===== config.mk =====
export PLATFORM = sky130hd
export DESIGN_NAME = alu_64bit
export DESIGN_NICKNAME = d
export VERILOG_FILES = /design/src/rtl/alu64_pkg.sv /design/src/rtl/alu1bit.sv /design/src/rtl/alu_64bit.sv
export SDC_FILE = /design/constraint.sdc
export NUM_CORES = 1
export LEC_CHECK = 0
export BUFFER_PORTS_ARGS = -buffer_cell sky130_fd_sc_hd__buf_2
export CAP_MARGIN = 20
export CORE_ASPECT_RATIO = 1.2
export CORE_MARGIN = 1
export CORE_UTILIZATION = 35
export DETAILED_ROUTE_END_ITERATION = 8
export SKIP_CTS_REPAIR_TIMING = 1
export SLEW_MARGIN = 20
export SYNTH_ARGS = -nofsm -noshare
export SYNTH_HDL_FRONTEND = slang
export SYNTH_SLANG_ARGS = --single-unit
export TNS_END_PERCENT = 30

===== constraint.sdc =====
create_clock -name clk -period 56.8 [get_ports clk]
set_input_delay 5.68 -clock clk [delete_from_list [all_inputs] [get_ports clk]]
set_output_delay 5.68 -clock clk [all_outputs]
set_load 0.03 [all_outputs]

===== src/rtl/alu64_pkg.sv =====
// Shared width constant and operation encoding for the 64-bit ALU.
package alu64_pkg;

    localparam int unsigned ALU_W = 64;

    typedef enum logic [1:0] {
        ALU_ADD = 2'b00,
        ALU_SUB = 2'b01,
        ALU_NOR = 2'b10,
        ALU_XOR = 2'b11
    } alu_op_e;

endpackage


===== src/rtl/alu1bit.sv =====
// One-bit ALU slice: full add (with b inverted for SUB) or NOR/XOR.
module alu1bit
    import alu64_pkg::*;
(
    input  logic    a,
    input  logic    b,
    input  logic    cin,
    input  alu_op_e op,
    output logic    s,
    output logic    cout
);

    logic bx;

    always_comb begin
        bx   = (op == ALU_SUB) ? ~b : b;
        s    = 1'b0;
        cout = 1'b0;
        unique case (op)
            ALU_ADD, ALU_SUB: begin
                s    = a ^ bx ^ cin;
                cout = (a & bx) | (cin & (a ^ bx));
            end
            ALU_NOR: s = ~(a | b);
            ALU_XOR: s = a ^ b;
            default: s = 1'b0;
        endcase
    end

endmodule


===== src/rtl/alu_64bit.sv =====
// Registered 64-bit ripple-carry ALU built from alu1bit slices.
// Optional signed-overflow output enabled by defining ALU64_OVF_EN.
module alu_64bit
    import alu64_pkg::*;
(
    input  logic             clk,
    input  logic             rst,
    input  logic [ALU_W-1:0] a,
    input  logic [ALU_W-1:0] b,
    input  logic             cin,
    input  logic [1:0]       op,
    output logic [ALU_W-1:0] s,
    output logic             cout
`ifdef ALU64_OVF_EN
    ,
    output logic             ovf
`endif
);

    alu_op_e          op_e;
    logic [ALU_W:0]   c;
    logic [ALU_W-1:0] s_d, s_q;
    logic             cout_d, cout_q;

    assign op_e = alu_op_e'(op);
    assign c[0] = cin;

    for (genvar i = 0; i < ALU_W; i++) begin : g_slice
        alu1bit u_slice (
            .a    (a[i]),
            .b    (b[i]),
            .cin  (c[i]),
            .op   (op_e),
            .s    (s_d[i]),
            .cout (c[i+1])
        );
    end

    assign cout_d = c[ALU_W];

    always_ff @(posedge clk) begin
        if (rst) begin
            s_q    <= '0;
            cout_q <= 1'b0;
        end else begin
            s_q    <= s_d;
            cout_q <= cout_d;
        end
    end

    assign s    = s_q;
    assign cout = cout_q;

`ifdef ALU64_OVF_EN
    logic ovf_d, ovf_q;

    // Logic ops zero every slice carry, so this term is already 0 for NOR/XOR.
    assign ovf_d = c[ALU_W-1] ^ c[ALU_W];

    always_ff @(posedge clk) begin
        if (rst) ovf_q <= 1'b0;
        else     ovf_q <= ovf_d;
    end

    assign ovf = ovf_q;
`endif

endmodule


==> results of run 1 <==
[cells in the final DEF (no fill, tap or decap), drive strengths merged, types with 61 or more instances in the layout]
cell type,instances
nor2b,61
ha,64
nor2,64
mux2i,64
a211oi,64
buf,203
dfxtp,65
inv,128
xnor2,64
fa,64
[stage by stage]
step           utilization  total power [mW]
5_1_grt              0.431             0.185
6_report             0.431             0.171
3_5_place_dp         0.414             0.114
4_1_cts              0.431             0.175
3_3_place_gp         0.414             0.113
2_1_floorplan            -            0.0965
[state kept, by name, indices dropped and copies added (netlist names)]
signal,flops
s,64
cout,1
[path summary, 6_finish.rpt]
| path | end | startpoint | cells past startpoint | slack (ns) |
|---|---|---|---|---|
| worst max-delay path | s[63] | op[1] | 132 | 17.99 |
| worst min-delay path | s[13] | op[1] | 3 | 5.75 |
[power breakdown]
group / switching (mW) / internal [mW]
Combinational: 0.0357 / 0.0246
Sequential: 0.00110 / 0.0506
Clock: 0.0217 / 0.0376
Total: 0.0585 / 0.113
[logic make-up (layout without fill, tap and decap cells)]
logic type / count (synthesis) / in the layout / share of synthesized area
xor gates and xnor gates: 64 / 64 / 0.0863
adders and majority gates: 128 / 128 / 0.321
muxes: 64 / 64 / 0.0987
buffers and inverters: 170 / 347 / 0.120
AOI/OAI and AO/OA: 64 / 64 / 0.0740
and+or+nand+nor: 129 / 129 / 0.0998
DFF: 65 / 65 / 0.200
[area by class of cell]
| cell class | instances | share of cell area |
|---|---|---|
| sequential | 65 | 0.166 |
| inverter | 128 | 0.0614 |
| clock buffer | 14 | 0.0350 |
| timing repair buffer | 203 | 0.133 |
| multi-input combinational | 449 | 0.564 |
| clock inverter | 2 | 0.00447 |
| tap | 224 | 0.0358 |
[metal layers]
layer,routed length (um),up-vias,track usage
met2,6960,122,0.273
met4,187,0,0.0554
li1,-,2503,-
met5,0,-,0
met3,828,15,0.0424
met1,5970,2305,0.180
[cells in the mapped netlist]
master    instances
a211oi_1         64
buf_1             2
buf_12            6
buf_2             8
buf_4             7
buf_6             1
clkbuf_1         18
dfxtp_1          65
fa_1             64
ha_1             64
inv_1           128
mux2i_1          64
nand2b_1          3
nor2_1           64
nor2b_1          61
nor3b_1           1
xnor2_1          64
==> flow_metrics.env, run 1 <==
export IMPL_setup_slack_ns=17.99
export IMPL_antenna_found_initial=0
export IMPL_finalMaxSlewViolations=0
export IMPL_synth_area_um2=6490
export IMPL_pin_count=198
export IMPL_synth_cell_types=17
export IMPL_dieArea_um2=19100
export IMPL_overflow=0
export IMPL_nets=1117
export IMPL_antenna_cells=0
export IMPL_fillCellCount=1849
export IMPL_p_leak_nw=4.14
export IMPL_drtPass1Iterations=4
export IMPL_critPathCaptureType="flop"
export IMPL_core_area_um2=18200
export IMPL_viasPerCell=4.56
export IMPL_path_max_fanout=41
export IMPL_slowest_stage="nand2b_4"
export IMPL_cts_sinks=65
export IMPL_yosys_area_top_type_share=0.200
export IMPL_required_ns=57.04
export IMPL_cp_top_family="adder cells"
export IMPL_pre_cts_ws_ns=17.43
export IMPL_timing_worst_setup_path_type="in2reg"
export IMPL_slowest_delay_ns=0.56
export IMPL_postSynthCellCount=684
export IMPL_drtAntennaViolNets=0
export IMPL_stdcell_area_um2=7830
export IMPL_post_synth_top_area_cell="dfxtp_1"
export IMPL_cap_violations=0
export IMPL_gp_congestion=0.751
export IMPL_place_area_um2=7520
export IMPL_cts_buffers=9
export IMPL_grt_pass1_wl_mm=23.3
export IMPL_worstMarginPinSlew_ns=1.03
export IMPL_cp_start_kind="input pin"
export IMPL_post_drt_wl_per_cell_um=12.9
export IMPL_cp_num_buf_inv=1
export IMPL_dp_cells=1069
export IMPL_multi_input_area_um2=4420
export IMPL_clkTransAtPathRegs_ns=0.06
export IMPL_syn_area_per_cell_um2=9.49
export IMPL_setup_tns_ns=0
export IMPL_vias=4945
export IMPL_grt_max_degree=66
export IMPL_cts_root_buf="clkbuf_16"
export IMPL_hold_ws_ns=5.75
export IMPL_grt_usage=0.155
export IMPL_max_freq_ghz=0.0258
export IMPL_dp_hpwl_mm=10.4
export IMPL_setup_viol=0
export IMPL_final_cell_count_no_fill=1085
export IMPL_drcViolationCount=0
export IMPL_num_rows=54
export IMPL_clk_path_buf_depth=2
export IMPL_ff_latch_area_um2=1300
export IMPL_period_share=0.683
export IMPL_cpMostUsedCell="fa_1"
export IMPL_die_x_um=126
export IMPL_p_per_area_nw_per_um2=21.9
export IMPL_cts_tree="yes"
export IMPL_grt_pass1_vias=4962
export IMPL_synth_seq_cells=65
export IMPL_ir_drop_mv=0.0126
export IMPL_wl_mm=13.9
export IMPL_syn_nets=945
export IMPL_synth_area_leaders="dfxtp_1 (20%), fa_1 (20%), ha_1 (12%)"
export IMPL_drive_above_1_share=0.253
export IMPL_drt_initial_drc_count=97
export IMPL_status="finished clean"
export IMPL_arrival_ns=39.05
export IMPL_holdCritPathClass="in2reg"
export IMPL_htree_levels=3
export IMPL_relSlewSlack=0.314
export IMPL_initial_core_util=0.357
export IMPL_rsz0062_at_grt="false"
export IMPL_post_route_min_period_ns=38.81
export IMPL_ys_warn_count=0
export IMPL_hold_violations=0
export IMPL_area_delta_synth_final_pct=20.6
export IMPL_die_h_um=151
export IMPL_yosysSeqAreaShare=0.200
export IMPL_portBuffers=197
No activity file was read; power rests on OpenSTA's default activity.
==> inputs of run 2 (changes only) <==
Settings changed: ABC_AREA set to 1.
Clock period 56.8 ns to 35.4 ns, I/O delays scaled along.
==> run 2 against run 1 <==
Combinational power increased by 76%. Highest routed layer unchanged. Critical endpoint unchanged. Core utilization fell by 0.13 points. Die area up 6.5%. Via count grew 25%. Critical path depth grew 61.
==> flow_metrics.env, run 2 <==
export IMPL_dieArea_um2=20300
export IMPL_p_per_area_nw_per_um2=32.4
export IMPL_combPwrFrac=0.390
export IMPL_drt_initial_drc_count=254
export IMPL_cts_root_buf="clkbuf_16"
export IMPL_p_switching_mw=0.104
export IMPL_largest_reg_flops=64
export IMPL_place_area_um2=7990
export IMPL_overflow=0
export IMPL_synth_cell_types=15
export IMPL_synth_area_leaders="dfxtp_1 (19%), fa_1 (19%), nand3_1 (14%)"
export IMPL_post_synth_top_area_cell="dfxtp_1"
export IMPL_hold_violations=0
export IMPL_postSynthCellCount=953
export IMPL_setup_viol=0
export IMPL_cts_buffers=9
export IMPL_multi_input_area_um2=4460
export IMPL_critPathCaptureType="flop"
export IMPL_die_h_um=156
export IMPL_ir_drop_mv=0.0206
export IMPL_grt_pass1_wl_mm=28.7
export IMPL_synth_area_um2=6920
export IMPL_die_x_um=130
export IMPL_synth_seq_cells=65
export IMPL_clkTransAtPathRegs_ns=0.06
export IMPL_sw_frac_of_total=0.384
export IMPL_p_leak_nw=4.99
export IMPL_drcViolationCount=0
export IMPL_cap_violations=0
export IMPL_relSlewSlack=0.468
export IMPL_synthArstFlopShare=0
export IMPL_gp_congestion=0.777
export IMPL_slowest_stage="fa_1"
export IMPL_post_drt_wl_per_cell_um=12.4
export IMPL_p_int_mw=0.167
export IMPL_synth_edff_count=0
export IMPL_area_delta_synth_final_pct=20.9
export IMPL_ys_warn_count=0
export IMPL_fillCellCount=2089
export IMPL_path_max_fanout=3
export IMPL_drtAntennaViolNets=0
export IMPL_seq_power_share=0.306
export IMPL_grt_max_degree=81
export IMPL_portBuffers=197
export IMPL_wl_mm=17.1
export IMPL_holdCritPathClass="in2reg"
export IMPL_cts_sinks=65
export IMPL_final_cell_mix="inv_1 (253), buf_2 (196), nand3_1 (192)"
export IMPL_stdcell_area_um2=8370
export IMPL_drive_above_1_share=0.242
export IMPL_arrival_ns=33.78
export IMPL_syn_area_per_cell_um2=7.26
export IMPL_syn_nets=1214
export IMPL_yosysSeqAreaShare=0.188
export IMPL_required_ns=35.69
export IMPL_max_freq_ghz=0.0299
export IMPL_initial_core_util=0.355
export IMPL_finalPower_mw=0.271
export IMPL_viasPerCell=4.46
export IMPL_worstMarginPinSlew_ns=0.797
export IMPL_post_synth_top_count_cell="inv_1"
export IMPL_clk_path_buf_depth=2
export IMPL_htree_levels=3
export IMPL_num_rows=56
export IMPL_finalMaxSlewViolations=0
export IMPL_grt_usage=0.178
export IMPL_rsz0062_at_grt="true"
export IMPL_clkPwrFrac=0.305
export IMPL_post_route_min_period_ns=33.50
export IMPL_antenna_found_initial=1
export IMPL_grt_pass1_vias=6076
export IMPL_period_share=0.946
export IMPL_vias=6165
export IMPL_final_util=0.430
export IMPL_ys_flop_type="dfxtp_1"
export IMPL_layout_commonest_cell="inv_1"
export IMPL_dp_hpwl_mm=12.0
export IMPL_ff_latch_area_um2=1300
export IMPL_final_cell_count_no_fill=1383
export IMPL_cts_tree="yes"
export IMPL_cp_start_kind="input pin"
export IMPL_pin_count=198
export IMPL_core_area_um2=19500
export IMPL_yosys_area_top_type_share=0.188
export IMPL_dp_cells=1366
export IMPL_slowest_delay_ns=0.49
export IMPL_cpMostUsedCell="nor2_1"
export IMPL_nets=1377
export IMPL_drtPass1Iterations=4
export IMPL_timing_worst_setup_path_type="in2reg"
export IMPL_status="finished clean"
export IMPL_yosys_top_cells_count="inv_1 (254), nand3_1 (192), nand2_1 (131)"
==> run 2: cell count changes after synthesis, sizes merged <==
cell	delta
xnor2	-64
nor2	-2
nand3	+192
mux2i	-64
inv	+128
nand2b	-3
nand2	+132
nor2b	-61
buf	+27
nor3b	-1
clkbuf	-15
a211oi	-64
xor2	+64
==> run 2: power groups by stage <==
stage	Combinational (mW)	Clock, mW	Sequential (mW)
2_1_floorplan	0.0595	0	0.101
3_3_place_gp	0.103	0	0.0845
3_5_place_dp	0.105	0	0.0846
4_1_cts	0.105	0.0851	0.0831
5_1_grt	0.123	0.0889	0.0839
6_report	0.106	0.0827	0.0830
==> run 2: path summary, 6_finish.rpt <==
| kind | start | slack, ns | endpoint | cells after the start |
|---|---|---|---|---|
| worst max-delay path | op[0] | 1.90 | s[63] | 193 |
| worst min-delay path | a[63] | 3.64 | cout | 4 |
==> run 2: logic make-up after synthesis <==
kind of cell,share of synthesized area
fa+ha+maj,0.301
xor+xnor,0.0810
buf+inv,0.186
flops,0.188
simple gates,0.244
==> run 2: final cells by class <==
cell class                 count  area share
antenna                        1    0.000299
timing repair buffer         206       0.127
multi-input combinational    578       0.533
inverter                     256       0.115
tap                          261      0.0390
sequential                    65       0.156
clock inverter                 4     0.00239
clock buffer                  12      0.0283
==> run 2: layer usage <==
metal,share of wire,GRT usage,up-vias
met2,0.51,0.319,124
met4,0.012,0.0515,0
met5,0,0,-
met3,0.037,0.0309,13
met1,0.44,0.216,2888
li1,-,-,3140
==> run 2: critical path: cells and delay by family <==
family	cells	cell delay, ns
xor+xnor	1	0.15
fa+ha+maj	64	23.20
simple gates	67	3.16
buf+inv	61	3.63
==> run 2: through the flow <==
step / worst slack, ns / hold WS, ns / TNS, ns
CTS: 0.623 / 3.63 / 0
detailed placement: 0.363 / 3.97 / 0
global route: -0.232 / 3.66 / -0.232
global placement: 0.600 / 3.97 / 0
floorplan: 3.59 / 3.82 / 0
finish: 1.90 / 3.64 / 0
